**src/rtl/wb_arbiter.sv**
```systemverilog
// rtl/wb_arbiter.sv - Writeback arbiter: per-FU result FIFOs, round-robin grant, registered ROB/regfile writeback.
package wb_arbiter_pkg;

    typedef struct packed {
        logic        valid;
        logic [5:0]  rob_dest;
        logic [4:0]  dest;
        logic [3:0]  flags;
        logic [31:0] result;
    } cdb_t;

    typedef struct packed {
        cdb_t cdb;
    } rob_wb_t;

    typedef struct packed {
        cdb_t cdb;
        logic w_v;
    } reg_wb_t;

    localparam int ROB_WB_WIDTH = $bits(rob_wb_t);
    localparam int REG_WB_WIDTH = $bits(reg_wb_t);

endpackage

module wb_arbiter
    import wb_arbiter_pkg::*;
#(
    parameter int NUM_FU_P     = 4,
    parameter int FIFO_DEPTH_P = 4,
    parameter int SKID_P       = 2
) (
    input  logic                     clk_i,
    input  logic                     reset_i,
    input  rob_wb_t [NUM_FU_P-1:0]   fu_rob_i,
    input  logic                     mispredict_i,
    output logic    [NUM_FU_P-1:0]   fu_ready_o,
    output rob_wb_t                  rob_wb_o,
    output reg_wb_t                  reg_wb_o,
    output logic                     overflow_o
);

    localparam int PTR_W = $clog2(FIFO_DEPTH_P);
    localparam int CNT_W = PTR_W + 1;
    localparam int IDX_W = $clog2(NUM_FU_P);

    rob_wb_t          mem    [NUM_FU_P][FIFO_DEPTH_P];
    logic [PTR_W-1:0] rd_ptr [NUM_FU_P];
    logic [PTR_W-1:0] wr_ptr [NUM_FU_P];
    logic [CNT_W-1:0] count  [NUM_FU_P];
    logic [IDX_W-1:0] rr_ptr;

    logic             grant_v;
    logic [IDX_W-1:0] grant_idx;
    logic [IDX_W-1:0] rr_next;
    logic [IDX_W:0]   scan_sum;
    logic [IDX_W-1:0] scan_idx;
    rob_wb_t          head_pkt;
    logic [NUM_FU_P-1:0] pop;
    logic [NUM_FU_P-1:0] push;
    logic [NUM_FU_P-1:0] drop;

    // First non-empty FIFO at or after the RR pointer, wrapping modulo NUM_FU_P.
    always_comb begin
        grant_v   = 1'b0;
        grant_idx = '0;
        scan_sum  = '0;
        scan_idx  = '0;
        for (int k = 0; k < NUM_FU_P; k++) begin
            scan_sum = {1'b0, rr_ptr} + (IDX_W+1)'(k);
            if (scan_sum >= (IDX_W+1)'(NUM_FU_P)) begin
                scan_sum = scan_sum - (IDX_W+1)'(NUM_FU_P);
            end
            scan_idx = scan_sum[IDX_W-1:0];
            if (!grant_v && (count[scan_idx] != '0)) begin
                grant_v   = 1'b1;
                grant_idx = scan_idx;
            end
        end
    end

    assign rr_next  = (grant_idx == IDX_W'(NUM_FU_P - 1)) ? '0 : grant_idx + IDX_W'(1);
    assign head_pkt = mem[grant_idx][rd_ptr[grant_idx]];

    // A full FIFO still accepts a push when its head is popped in the same cycle.
    always_comb begin
        pop  = '0;
        push = '0;
        drop = '0;
        for (int i = 0; i < NUM_FU_P; i++) begin
            pop[i]  = grant_v && (grant_idx == IDX_W'(i));
            push[i] = fu_rob_i[i].cdb.valid &&
                      ((count[i] != CNT_W'(FIFO_DEPTH_P)) || pop[i]);
            drop[i] = fu_rob_i[i].cdb.valid && !push[i];
        end
    end

    always_comb begin
        fu_ready_o = '0;
        for (int i = 0; i < NUM_FU_P; i++) begin
            fu_ready_o[i] = (CNT_W'(FIFO_DEPTH_P) - count[i]) > CNT_W'(SKID_P);
        end
    end

    always_ff @(posedge clk_i) begin
        for (int i = 0; i < NUM_FU_P; i++) begin
            if (!reset_i && !mispredict_i && push[i]) begin
                mem[i][wr_ptr[i]] <= fu_rob_i[i];
            end
        end
    end

    always_ff @(posedge clk_i) begin
        if (reset_i) begin
            for (int i = 0; i < NUM_FU_P; i++) begin
                rd_ptr[i] <= '0;
                wr_ptr[i] <= '0;
                count[i]  <= '0;
            end
            rr_ptr     <= '0;
            rob_wb_o   <= '0;
            overflow_o <= 1'b0;
        end else if (mispredict_i) begin
            // Flush everything buffered; the RR pointer and sticky overflow survive.
            for (int i = 0; i < NUM_FU_P; i++) begin
                rd_ptr[i] <= '0;
                wr_ptr[i] <= '0;
                count[i]  <= '0;
            end
            rob_wb_o.cdb.valid <= 1'b0;
        end else begin
            for (int i = 0; i < NUM_FU_P; i++) begin
                if (push[i]) begin
                    wr_ptr[i] <= wr_ptr[i] + PTR_W'(1);
                end
                if (pop[i]) begin
                    rd_ptr[i] <= rd_ptr[i] + PTR_W'(1);
                end
                if (push[i] && !pop[i]) begin
                    count[i] <= count[i] + CNT_W'(1);
                end else if (pop[i] && !push[i]) begin
                    count[i] <= count[i] - CNT_W'(1);
                end
            end
            if (|drop) begin
                overflow_o <= 1'b1;
            end
            if (grant_v) begin
                rob_wb_o           <= head_pkt;
                rob_wb_o.cdb.valid <= 1'b1;
                rr_ptr             <= rr_next;
            end else begin
                rob_wb_o.cdb.valid <= 1'b0;
            end
        end
    end

    always_comb begin
        reg_wb_o     = '0;
        reg_wb_o.cdb = rob_wb_o.cdb;
        reg_wb_o.w_v = rob_wb_o.cdb.valid;
    end

endmodule

```
**config.mk**
```make
export PLATFORM = sky130hd
export DESIGN_NAME = wb_arbiter
export DESIGN_NICKNAME = d
export VERILOG_FILES = /design/src/rtl/wb_arbiter.sv
export SDC_FILE = /design/constraint.sdc
export NUM_CORES = 1
export LEC_CHECK = 0
export ABC_AREA = 1
export CAP_MARGIN = 20
export CORE_MARGIN = 2
export CORE_UTILIZATION = 55
export CTS_CLUSTER_DIAMETER = 40
export DETAILED_ROUTE_END_ITERATION = 8
export PLACE_DENSITY_LB_ADDON = 0.15
export SYNTH_ARGS = -nofsm -noshare
export SYNTH_HDL_FRONTEND = slang
export SYNTH_SLANG_ARGS = --single-unit
```
**constraint.sdc**
```tcl
create_clock -name clk_i -period 6.9 [get_ports clk_i]
set_input_delay 1.38 -clock clk_i [delete_from_list [all_inputs] [get_ports clk_i]]
set_output_delay 1.38 -clock clk_i [all_outputs]
set_load 0.005 [all_outputs]
```
; ---- Word level (Yosys, flattened, before mapping)
; Memories as Yosys holds them, arrays and structs flattened.
; Index checks and enable logic that the tools add are counted.
[totals]
register_bits = 51
ramBits = 796
inputBits = 195
out_inout_bits = 102
wordCells = 289
mem_count = 4
[classes]
n_addsub = 28
magnitude_cmp = 17
eq_ne = 7
muxes = 134
bitwise = 34
reduce_logical = 58
[memory_table]
columns = memory, words, word_bits, rd, rd_ports_with_merged_regs, write_ports, line_no
row1 = mem, 4, 192, 1, 0, 4, 47  ; rob_wb_t mem [NUM_FU_P][FIFO_DEPTH_P];
row2 = count, 4, 3, 8, 0, 4, 50  ; logic [CNT_W-1:0] count [NUM_FU_P];
row3 = rd_ptr, 4, 2, 5, 0, 4, 48  ; logic [PTR_W-1:0] rd_ptr [NUM_FU_P];
row4 = wr_ptr, 4, 2, 4, 0, 4, 49  ; logic [PTR_W-1:0] wr_ptr [NUM_FU_P];
[op_table]
columns = cell, count
row1 = two-way mux 192 bit, 4
row2 = demux 48 bit (select 2 bit), 4
row3 = two-way mux 48 bit, 4
row4 = binary-select mux 48 bit (select 2 bit), 1
row5 = two-way mux 47 bit, 2
row6 = two-way mux 1 bit, 82
row7 = two-way mux 2 bit, 25
row8 = two-way mux 3 bit, 12
row9 = logical AND 1 bit, 32
row10 = bitwise OR 1 bit, 28
row11 = >= comparator 3 bit (second input constant), 8
row12 = adder 2 x 1 -> 2 bit (second input constant), 9
row13 = NOT 2 -> 3 bit, 5
row14 = zero test 1 bit, 13
row15 = adder 3 x 1 -> 3 bit (second input constant), 4
row16 = > comparator 3 x 2 -> 1 bit (second input constant), 4
row17 = less-than comparator 3 x 1 -> 1 bit (second input constant), 4
row18 = != test 3 bit (second input constant), 4
row19 = nonzero test 3 bit, 4
row20 = subtractor 3 x 1 -> 3 bit (second input constant), 4
row21 = subtractor 3 bit (first input constant), 4
row22 = subtractor 2 x 1 -> 2 bit (second input constant), 4
row23 = adder 2 x 2 -> 3 bit (second input constant), 2
row24 = equality test 2 bit (second input constant), 2
row25 = other kinds (9), 13

; ---- Logic depth before layout (Yosys ltp)
; An unclocked memory read counts as a cell.
[depth]
ltp_word = 26
ltp_mapped = 25
mapped_depth_nobuf = 22

; ---- Worst setup path after synthesis
; No wires, ideal clock.
[synth_timing]
path_kind = register -> register
start = mem count[1][0] (netlist name)
end = mem mem[1][0] (netlist name), enable pin
arrival_time_ns = 4.386
required_time_ns = 6.448
slack_ns = 2.062
path_stages_with_launch = 22
n_path_buf = 3
path_cell_list = edfxtp_1 inv_1 nand3_1 nand2_1 nand2_1 nor2_2 inv_2 nand2_1 nand2_1 nor2_2 nand2_2 nand2_4 buf_6 buf_6 buf_2 ha_1 nand2_1 nand2_1 nand2_1 nor2_1 inv_1 nor2_1
[synth_rtl]
columns = element, line_no
row1 = from (decl), 50
row2 = to (decl), 47

; ---- Worst setup path in the final report
[layout_timing]
start = reg rr_ptr[0]
end = reg rob_wb_o, in the netlist reg_wb_o[22]
[layout_between]
elab_chain_len = 19
word_cells_on_any_way = 41
classes_between = 7 x add/sub / 4 x order compare / 15 x mux / 1 x bitwise / 11 x reduce/logical / 3 x memory
[layout_rtl]
columns = element, line_no
row1 = from (decl), 51  ; logic [IDX_W-1:0] rr_ptr;
row2 = from (signal assigned), 151  ; rr_ptr <= rr_next;
row3 = branches (longest 19 deep; another with adder 2 x 1 -> 3 bit), n/a
row4 = to (signal assigned), 149  ; rob_wb_o <= head_pkt;
row5 = to (decl), 38  ; output rob_wb_t rob_wb_o,
; Several ways; the timed one is not identified. The select of a mux whose other input is x is not followed.
; A chain may end at the register's enable or synchronous reset.

==> out/metrics.cfg <==
[run_status]
status = finished, final reports clean

[yosys]
synthSimpleGateAreaFrac = 0.2411
syn_nets = 3497
ys_types = 31
yosys_register_bits = 833
synth-compound-area-share = 0.004418
synth_area_leader_cell = edfxtp_1
avgSynthCellArea_sq_um = 10.93
synth_xor_area_frac = 0.001473
synth_area_leaders = edfxtp_1 65%, nand3_1 13%, nand2_1 9.4%, dfxtp_1 3.2%, buf_2 2.1%
synth.mux.area_fraction = 0
yosys.area.top_type_share = 0.6530
yosysWarnings = 0
syn_inst = 3265
synthAdderAreaFrac = 0.01318
synth_top_family_by_area = simple AND/OR/NAND/NOR gates
syn_area_sq_um = 35680
seq_area_frac_synth = 0.6850

[finish]
final_common_cell = nand3_1
final_cell_mix = 920 x nand3_1, 887 x nand2_1, 776 x edfxtp_1
drive_gt1_frac = 0.07332
syn2layout_area_growth_pct = 19.95
layout.nets = 3680

[setup_path]
crit_path_end_kind = flop
start_kind = flop
timing.rr.end = reg_wb_o[22]
path_cells = nor2_1, nand2_1, nand2_1, nor2_2, inv_2, nand2_1, nand2_1, nand2_8, nand2_8, inv_1, nand2_1, nand3_1, nand2_4, inv_2, buf_4, nand3_1, nand3_1, nand2_1, inv_1
ff2ff_setup_slack_ns = 1.62
crit_family = simple AND/OR/NAND/NOR gates
worstPathArrival_ns = 5.90
crit_fanout = 122
slowest_delay_ns = 0.75
crit_top_cell = nand2_1
critical_path_class = flop to flop
crit_path_top_delay_cell = dfxtp_1
cp.required_ns = 7.52
r2r_start = rr_ptr[0]
crit_buf_inv = 5
reg2reg_depth = 19

[die]
dieArea_sq_um = 66930
die_h_um = 258.7
initial_core_util = 0.5545
core_sq_um = 64350
die_w_um = 258.7
rows = 93
num_io_pins = 297

[timing]
fin_crit_ns = 5.284
clock_skew_ns = 0.03383
drv_slew = 0
finalCritPeriodShare = 0.7659
rsz0062_at_grt = false
hold_violations = 0
tightestPinTransition_ns = 1.145
fmax_ghz = 0.1892
slew_headroom = 0.2366
finalSetupViolCount = 0
totalNegativeSetupSlack_ns = 0

[clock_tree]
numCtsBuffers = 114
cts_tree = yes
htree_levels = 3
hold_buffers = 0
clockBufferDepth = 3
clk_latency_ns = 0.67
path_clk_slew_ns = 0.06
ctsResizeCount = 0
postCtsSetupBuffers = 0
cts.sinks = 833
root_buffer = clkbuf_16

[placement]
gp_congestion = 0.8803
hpwlAfterDp_um = 55990
port_buffers = 296

[min_path]
min_to = overflow_o
hp-class = flop to flop
holdPathStages = 2
worstHoldStart = overflow_o

[drt]
via_per_inst = 5.848
initialDrtViolationCount = 2778
drtPass1Iterations = 6
ant_nets = 0
post-route-drc-count = 0
wl_um = 98650
drt-wirelength-per-cell_um = 22.41
num_vias = 25740

[grt]
grt_max_degree = 243
grt_pass1_vias = 24910
grt_pass1_wl_um = 147500
grt_use_total = 0.2924
grt-ovfl-total = 0
antenna_found_initial = 3

[run]
cap_violations = 0

-- cells in the mapped netlist, drive strengths merged --
| master | n |
|---|---|
| a2111oi | 1 |
| a21oi | 8 |
| and3 | 1 |
| buf | 234 |
| clkbuf | 31 |
| clkinv | 1 |
| dfxtp | 57 |
| edfxtp | 776 |
| fa | 1 |
| ha | 36 |
| inv | 124 |
| nand2 | 896 |
| nand3 | 920 |
| nand3b | 2 |
| nand4 | 7 |
| nor2 | 143 |
| nor3 | 1 |
| o21ai | 15 |
| o21bai | 2 |
| o22ai | 3 |
| xnor2 | 4 |
| xor2 | 2 |
-- final cells by class --
type / count / area [sq um]
antenna: 1 / 2.502
clock buffer: 127 / 2964
clock inverter: 87 / 1036
fill: 4653 / 21550
inverter: 125 / 471.7
multi-input combinational: 2042 / 9475
sequential: 833 / 24440
tap: 855 / 1070
timing repair buffer: 332 / 3338
-- kinds of logic after synthesis --
logic type | Yosys count
and+or+nand+nor | 1970
DFF | 833
buffers and inverters | 390
adders and majority gates | 37
AOI/OAI and AO/OA | 29
xor gates and xnor gates | 6
-- metrics by stage --
| step | instance area (sq um) | utilization | cells | setup slack, ns | hold WS [ns] |
|---|---|---|---|---|---|
| after floorplan | 35680 | - | 3265 | 2.062 | 0.4443 |
| after global placement | 38770 | 0.6025 | 4186 | 1.738 | 0.4642 |
| after detailed placement | 38770 | 0.6025 | 4186 | 1.670 | 0.4685 |
| after CTS | 42770 | 0.6647 | 4400 | 1.651 | 0.4762 |
| after global routing | 42800 | 0.6651 | 4401 | 1.176 | 0.5124 |
| final | 42800 | 0.6652 | 4402 | 1.616 | 0.4702 |
-- sequential cells by signal, indices dropped and copies added (netlist names), named ones only --
register    flops
rr_ptr          2
mem           752
wr_ptr          8
rd_ptr          8
reg_wb_o       48
count          12
overflow_o      1
-- worst register-to-register path, delay by kind of cell, from the launching register on --
family | cells | cell delay, ns
buf+inv | 5 | 1.53
flops | 1 | 0.75
simple gates | 14 | 2.97
-- per-layer routing --
metal | part of all wire | vias up | global-route usage
met2 | 0.48 | 1444 | 0.4731
met5 | 0.00028 | - | 0
met3 | 0.092 | 225 | 0.05194
met4 | 0.035 | 4 | 0.1211
li1 | - | 11690 | -
met1 | 0.39 | 12380 | 0.3942
-- worst max-delay path by stage --
stage	endpoint	slack, ns	cells past startpoint	start
after floorplan	mem[1][0]	2.06	21	count[1][0]
after global placement	mem[3][139]	1.74	16	rr_ptr[0]
after detailed placement	mem[3][139]	1.67	14	rr_ptr[0]
after CTS	mem[3][104]	1.65	14	rr_ptr[0]
after global routing	reg_wb_o[43]	1.18	18	rr_ptr[0]
final	reg_wb_o[22]	1.62	19	rr_ptr[0]
Power is not shown: default switching activity piles up to over one toggle a cycle in this logic, so the estimate is an artifact.
